### src/rtl/mcs4_clock_reset_gen_if.sv
// Purpose : core-facing timing bundle of the mcs4 clock/reset generator.
// Latency : pure wiring; every signal is registered inside the generator.
// Backpressure: none; free-running timing outputs, clear_pad is a raw pad input.
// Ports:
//   clear_pad  raw asynchronous clear request from the pad (active-high, may bounce)
//   phi1/phi2  non-overlapping clock phase enables
//   sync       high for the whole of subcycle X3
//   subcycle   current subcycle 0..7 (A1..X3)
//   core_reset conditioned active-high core reset
interface mcs4_clock_reset_gen_if;
  logic       clear_pad;
  logic       phi1;
  logic       phi2;
  logic       sync;
  logic [2:0] subcycle;
  logic       core_reset;

  // Generator side
  modport master (
    input  clear_pad,
    output phi1,
    output phi2,
    output sync,
    output subcycle,
    output core_reset
  );

  // Core / pad side
  modport slave (
    output clear_pad,
    input  phi1,
    input  phi2,
    input  sync,
    input  subcycle,
    input  core_reset
  );
endinterface

### src/rtl/mcs4_clock_reset_gen.sv
// Purpose : two-phase clock enables, 8-subcycle timing, SYNC and conditioned core reset.
// Latency : all outputs registered; core_reset asserts 1 edge after stretch/clear_db, drops on a 7->0 wrap.
// Backpressure: none; counters free-run once the poc release has been synchronised.
// Ports:
//   sysclk   system clock, all flops on its rising edge
//   poc_pad  asynchronous active-high power-on clear
//   bus      mcs4_clock_reset_gen_if.master (clear_pad in; phi1, phi2, sync, subcycle, core_reset out)
module mcs4_clock_reset_gen #(
  parameter int CLK_DIV    = 2,  // sysclk cycles per clock quarter (1..16)
  parameter int POC_CYCLES = 4,  // instruction cycles of reset stretch after poc release (1..255)
  parameter int DEB_CYCLES = 8   // stable sysclk edges before a clear change is accepted (1..255)
) (
  input  logic                         sysclk,
  input  logic                         poc_pad,
  mcs4_clock_reset_gen_if.master       bus
);

  localparam int DIV_W = (CLK_DIV > 1) ? $clog2(CLK_DIV) : 1;
  localparam logic [DIV_W-1:0] DIV_LAST = DIV_W'(CLK_DIV - 1);
  localparam logic [7:0]       POC_LAST = 8'(POC_CYCLES - 1);
  localparam logic [7:0]       DEB_LAST = 8'(DEB_CYCLES - 1);

  // core_reset controller: HOLD keeps the core in reset, RUN lets it execute.
  typedef enum logic {
    ST_RUN  = 1'b0,
    ST_HOLD = 1'b1
  } rst_state_t;

  // ---------------------------------------------------------------------------
  // State
  // ---------------------------------------------------------------------------
  logic             hold0_q, hold1_q;     // poc release synchroniser (set during poc)
  logic [DIV_W-1:0] div_q;
  logic [1:0]       quarter_q;
  logic [2:0]       sub_q;
  logic             stretch_q;
  logic [7:0]       icyc_q;               // instruction cycles completed during stretch
  logic             csync0_q, csync1_q;   // clear_pad synchroniser
  logic             clear_db_q;
  logic [7:0]       deb_q;
  logic             phi1_q, phi2_q, sync_q, crst_q;
  rst_state_t       state_q;

  // ---------------------------------------------------------------------------
  // Next-state signals
  // ---------------------------------------------------------------------------
  logic             run;
  logic             run_n;
  logic [DIV_W-1:0] div_n;
  logic [1:0]       quarter_n;
  logic [2:0]       sub_n;
  logic             wrap;
  logic             stretch_n;
  logic [7:0]       icyc_n;
  logic             clear_db_n;
  logic [7:0]       deb_n;
  rst_state_t       state_n;

  // run goes high two edges after poc release (E1); run_n is the value it
  // takes on the coming edge, so the phase outputs line up with the counters.
  assign run   = ~hold1_q;
  assign run_n = ~hold0_q;

  // ---------------------------------------------------------------------------
  // Timing counters: div -> quarter -> subcycle
  // ---------------------------------------------------------------------------
  always_comb begin
    div_n     = div_q;
    quarter_n = quarter_q;
    sub_n     = sub_q;
    wrap      = 1'b0;
    if (run) begin
      if (div_q == DIV_LAST) begin
        div_n     = '0;
        quarter_n = quarter_q + 2'd1;
        if (quarter_q == 2'd3) begin
          sub_n = sub_q + 3'd1;           // 7 rolls to 0 with no gap
          wrap  = (sub_q == 3'd7);
        end
      end else begin
        div_n = div_q + DIV_W'(1);
      end
    end
  end

  // ---------------------------------------------------------------------------
  // POC stretch: count whole instruction cycles after release
  // ---------------------------------------------------------------------------
  always_comb begin
    stretch_n = stretch_q;
    icyc_n    = icyc_q;
    if (wrap && stretch_q) begin
      if (icyc_q == POC_LAST) begin
        stretch_n = 1'b0;
        icyc_n    = '0;
      end else begin
        icyc_n = icyc_q + 8'd1;
      end
    end
  end

  // ---------------------------------------------------------------------------
  // Clear debounce: any reversion before DEB_CYCLES edges restarts the count
  // ---------------------------------------------------------------------------
  always_comb begin
    clear_db_n = clear_db_q;
    deb_n      = '0;
    if (csync1_q != clear_db_q) begin
      if (deb_q == DEB_LAST) begin
        clear_db_n = csync1_q;
      end else begin
        deb_n = deb_q + 8'd1;
      end
    end
  end

  // ---------------------------------------------------------------------------
  // core_reset controller
  // Entry uses registered stretch/clear_db (one edge of latency, no boundary
  // wait). Exit looks at the values those flops take on the wrap edge itself,
  // so a stretch expiring on the wrap releases on that wrap, while a clear
  // accepted on that same edge keeps the core held.
  // ---------------------------------------------------------------------------
  always_comb begin
    state_n = state_q;
    case (state_q)
      ST_RUN: begin
        if (stretch_q || clear_db_q) state_n = ST_HOLD;
      end
      ST_HOLD: begin
        if (wrap && !stretch_n && !clear_db_n) state_n = ST_RUN;
      end
      default: state_n = ST_HOLD;
    endcase
  end

  // ---------------------------------------------------------------------------
  // Registers
  // ---------------------------------------------------------------------------
  always_ff @(posedge sysclk or posedge poc_pad) begin
    if (poc_pad) begin
      hold0_q    <= 1'b1;
      hold1_q    <= 1'b1;
      div_q      <= '0;
      quarter_q  <= '0;
      sub_q      <= '0;
      stretch_q  <= 1'b1;
      icyc_q     <= '0;
      csync0_q   <= 1'b0;
      csync1_q   <= 1'b0;
      clear_db_q <= 1'b0;
      deb_q      <= '0;
      phi1_q     <= 1'b0;
      phi2_q     <= 1'b0;
      sync_q     <= 1'b0;
      crst_q     <= 1'b1;
      state_q    <= ST_HOLD;
    end else begin
      hold0_q    <= 1'b0;
      hold1_q    <= hold0_q;
      div_q      <= div_n;
      quarter_q  <= quarter_n;
      sub_q      <= sub_n;
      stretch_q  <= stretch_n;
      icyc_q     <= icyc_n;
      csync0_q   <= bus.clear_pad;
      csync1_q   <= csync0_q;
      clear_db_q <= clear_db_n;
      deb_q      <= deb_n;
      // Quarters 1 and 3 are dead time between the phases.
      phi1_q     <= run_n && (quarter_n == 2'd0);
      phi2_q     <= run_n && (quarter_n == 2'd2);
      sync_q     <= run_n && (sub_n == 3'd7);
      crst_q     <= (state_n == ST_HOLD);
      state_q    <= state_n;
    end
  end

  assign bus.phi1       = phi1_q;
  assign bus.phi2       = phi2_q;
  assign bus.sync       = sync_q;
  assign bus.subcycle   = sub_q;
  assign bus.core_reset = crst_q;

endmodule

### src/flat_wrapper.sv
// flat-port wrapper written by rule: the top's interface ports become plain ports
module mcs4_clock_reset_gen_flat 
#(
  parameter int CLK_DIV    = 2,                                            
  parameter int POC_CYCLES = 4,                                                                   
  parameter int DEB_CYCLES = 8                                                                    
)
  (sysclk, poc_pad, bus_clear_pad, bus_phi1, bus_phi2, bus_sync, bus_subcycle, bus_core_reset);
  mcs4_clock_reset_gen_if bus_i ();
  input  logic sysclk;
  input  logic poc_pad;
  input wire logic [$bits(bus_i.clear_pad)-1:0] bus_clear_pad;
  output wire logic [$bits(bus_i.phi1)-1:0] bus_phi1;
  output wire logic [$bits(bus_i.phi2)-1:0] bus_phi2;
  output wire logic [$bits(bus_i.sync)-1:0] bus_sync;
  output wire logic [$bits(bus_i.subcycle)-1:0] bus_subcycle;
  output wire logic [$bits(bus_i.core_reset)-1:0] bus_core_reset;
  assign bus_i.clear_pad = bus_clear_pad;
  assign bus_phi1 = bus_i.phi1;
  assign bus_phi2 = bus_i.phi2;
  assign bus_sync = bus_i.sync;
  assign bus_subcycle = bus_i.subcycle;
  assign bus_core_reset = bus_i.core_reset;
  mcs4_clock_reset_gen #(.CLK_DIV(CLK_DIV), .POC_CYCLES(POC_CYCLES), .DEB_CYCLES(DEB_CYCLES)) u_core (.sysclk(sysclk), .poc_pad(poc_pad), .bus(bus_i));
endmodule
### config.mk
export PLATFORM = sky130hd
export DESIGN_NAME = mcs4_clock_reset_gen_flat
export DESIGN_NICKNAME = d
export VERILOG_FILES = /design/src/rtl/mcs4_clock_reset_gen_if.sv /design/src/rtl/mcs4_clock_reset_gen.sv /design/src/flat_wrapper.sv
export SDC_FILE = /design/constraint.sdc
export NUM_CORES = 1
export LEC_CHECK = 0
export ABC_AREA = 0
export BUFFER_PORTS_ARGS = -buffer_cell sky130_fd_sc_hd__buf_4
export CAP_MARGIN = 20
export CORE_UTILIZATION = 52
export DETAILED_ROUTE_END_ITERATION = 12
export PLACE_DENSITY = 0.73
export SLEW_MARGIN = 30
export SYNTH_ARGS = -nofsm -noshare
export SYNTH_HDL_FRONTEND = slang
export SYNTH_SLANG_ARGS = --single-unit
### constraint.sdc
create_clock -name sysclk -period 1.5 [get_ports sysclk]
set_input_delay 0.375 -clock sysclk [delete_from_list [all_inputs] [get_ports sysclk]]
set_output_delay 0.375 -clock sysclk [all_outputs]
set_load 0.01 [all_outputs]
==> results.cfg <==
[yosys]
synth_edf_count = 0
ys_warn_count = 0
ys_seq_area_share_pct = 57.3
syn_nets = 119
ys_async_sr_fraction_pct = 100
synth.avg_cell_area_um2 = 12.7
syn_inst = 111
syn_area_mm2 = 0.00141
synth_flop_cell = dfrtp_1
synth_seq_cells = 32
synth_cell_types = 32

[setup_path]
start_kind = register
worstPathRequired_ps = 1730
crit_path_top_delay_cell = dfrtp_1
crit_fanout = 6
cp-end-kind = register
critPathKind = register to register
max_stage_delay_ps = 400
path_cells = ha_2 -> ha_4 -> and4b_2 -> buf_4 -> nand3_2 -> mux2_4
crit_arrival_ps = 1820

[global_route]
grt_max_degree = 33
antenna_found_initial = 0
grtUsageMet1_pct = 23.2
grt_pass1_vias = 859
grt_pass1_wl_um = 3650
met3_usage_pct = 7.06
overflow = 0
grt-busiest-layer = met2
grt.met2_usage_pct = 27.8
grtUsageTotal_pct = 18.7

[sta]
finalSetupTns_ps = -305
rsz0062_at_grt = true
fin_worst_skew_ps = 9.41
post-route-period-util_pct = 106
hold_viol_final = 0
fmax_ghz = 0.631
setup_viol = 6
finalCriticalPeriod_ps = 1590
worst_slack_ps = -85.9
drv_slew = 0

[hold_path]
hold_path.class = input port to asynchronous set/reset pin

[pwr]
p_leak_uw = 0.000849
power_density_mw_per_mm2 = 1460
peakVddDrop_uv = 1390

[route]
ant_nets = 0
totalWireLength_um = 2320
drt_first_iter_violations = 12
vias = 874
drtPass1Iterations = 4
drc = 0
wl_per_cell_um = 13.6
detail_route.vias_per_cell = 5.14

[layout]
layout-drive-gt1-share_pct = 40.7
layout_commonest_cell = dfrtp_1
synthToLayoutAreaGrowth_pct = 24.0
antennaDiodeCount = 0
nets = 147
final_cell_mix = 28 x dfrtp_1, 20 x buf_4, 10 x xor2_1, 10 x nor2_1

[floorplanning]
core_mm2 = 0.00252
ioPinCount = 10
row_count = 18
die_area_mm2 = 0.00291
initial_utilization_pct = 55.7
die_h_um = 54.0
fp.dieW_um = 54.0

[placement]
dp_worst_setup_slack_ps = -66.8
dp.final_hpwl_um = 1520
port_buffers = 9
place_congestion = 0.797

[clock_network]
holdBufCountCts = 0
cts_buffers = 5
path_clk_slew_ps = 100
cts.path.max_buffers = 2
htreeDepth = 2
cts_tree = yes
clock_latency_ps = 340
cts-root-buf = clkbuf_4
cts.sinks = 32

[status]
failed_checks = negative setup slack
status = complete, but fails checks

[flow_run]
cap_violations = 0
[area by class of cell]
class                   instances  area, um2
clock buffers                   6       41.3
fillers                       204        781
inverters                       1       3.75
repair buffers                 22        173
clock inverters                 2       35.0
flip-flops and latches         32        806
well taps                      30       37.5
multi-input cells              77        646
[power breakdown]
group	switching (uW)	internal (uW)
sequential	131	1040
clock	287	349
combinational	318	424
[through the flow]
stage          std cells  area (um2)  util (%)  hold slack (ps)  total power, uW
6_report             170        1740      69.0              110             2550
5_1_grt              170        1740      69.0              125             2710
4_1_cts              168        1680      66.6              117             2520
3_5_place_dp         159        1590      62.8              346             1840
3_3_place_gp         159        1590      62.8              341             1800
2_1_floorplan        111        1420         -              331             1520
[cells by family (layout without fill, tap and decap cells)]
logic type      Yosys count  count (layout)  synth area share (%)
xor+xnor                 15              15                  9.35
buf+inv                   2              31                  1.07
mux                       6               6                  5.08
fa+ha+maj                 5               5                  4.45
flops                    32              32                  57.3
compound gates            4               4                  2.32
simple gates             46              46                  20.1
other cells               1               1                 0.267
[cell usage after synthesis, drive strengths merged, types with 2 or more instances]
cell type	count	area (um2)
ha	5	62.6
mux2	6	71.3
dfstp	4	105
xor2	10	87.6
dfrtp	28	701
nand2	5	18.8
and2	3	20.0
nor3	4	36.3
and3	5	33.8
and4	2	22.5
nand3	7	35.0
and4b	2	20.0
nor2	11	41.3
nor3b	2	15.0
xnor2	5	43.8
[final timing paths]
kind	startpoint	to	slack, ps	cells after the start
worst max-delay path	u_core.bus.subcycle[0]	u_core.icyc_q[2]	-90	6
worst min-delay path	poc_pad	u_core.bus.subcycle[0]	110	3
worst max register to register	u_core.bus.subcycle[0]	u_core.icyc_q[2]	-90	6
worst min register to register	u_core.csync0_q	u_core.csync1_q	370	0
max in group asynchronous	poc_pad	u_core.bus.core_reset	1060	3
min in group sysclk	bus_clear_pad	u_core.csync0_q	150	1
[sequential cells by signal (all words and copies together), names as in the netlist]
signal                 count
u_core.clear_db_q          1
u_core.bus.phi2            1
u_core.div_q               1
u_core.icyc_q              8
u_core.hold1_q             1
u_core.csync1_q            1
u_core.bus.phi1            1
u_core.deb_q               8
u_core.stretch_q           1
u_core.bus.sync            1
u_core.hold0_q             1
u_core.bus.core_reset      1
u_core.bus.subcycle        3
u_core.csync0_q            1
u_core.quarter_q           2
[worst max-delay path, delay by kind of cell, from the launching register on]
kind          cells  cell delay [ps]
fa+ha+maj         2              340
buf+inv           1              150
simple gates      2              300
flops             1              400
mux               1              290
[layer usage]
layer	vias to the layer above	routed length [um]	part of all wire [%]
met1	414	1150	49
met4	0	50	2.2
met3	7	96	4.1
met5	-	0	0
met2	13	1030	44
li1	440	-	-
[what timing repair did]
action                     in CTS  in global routing
setup buffers                   1                  4
setup endpoints to repair       7                 17
pin swaps                       3                  5
gates resized for setup         3                  9
gates cloned                    0                  0
Note: power is estimated with default switching activity, not from simulation.
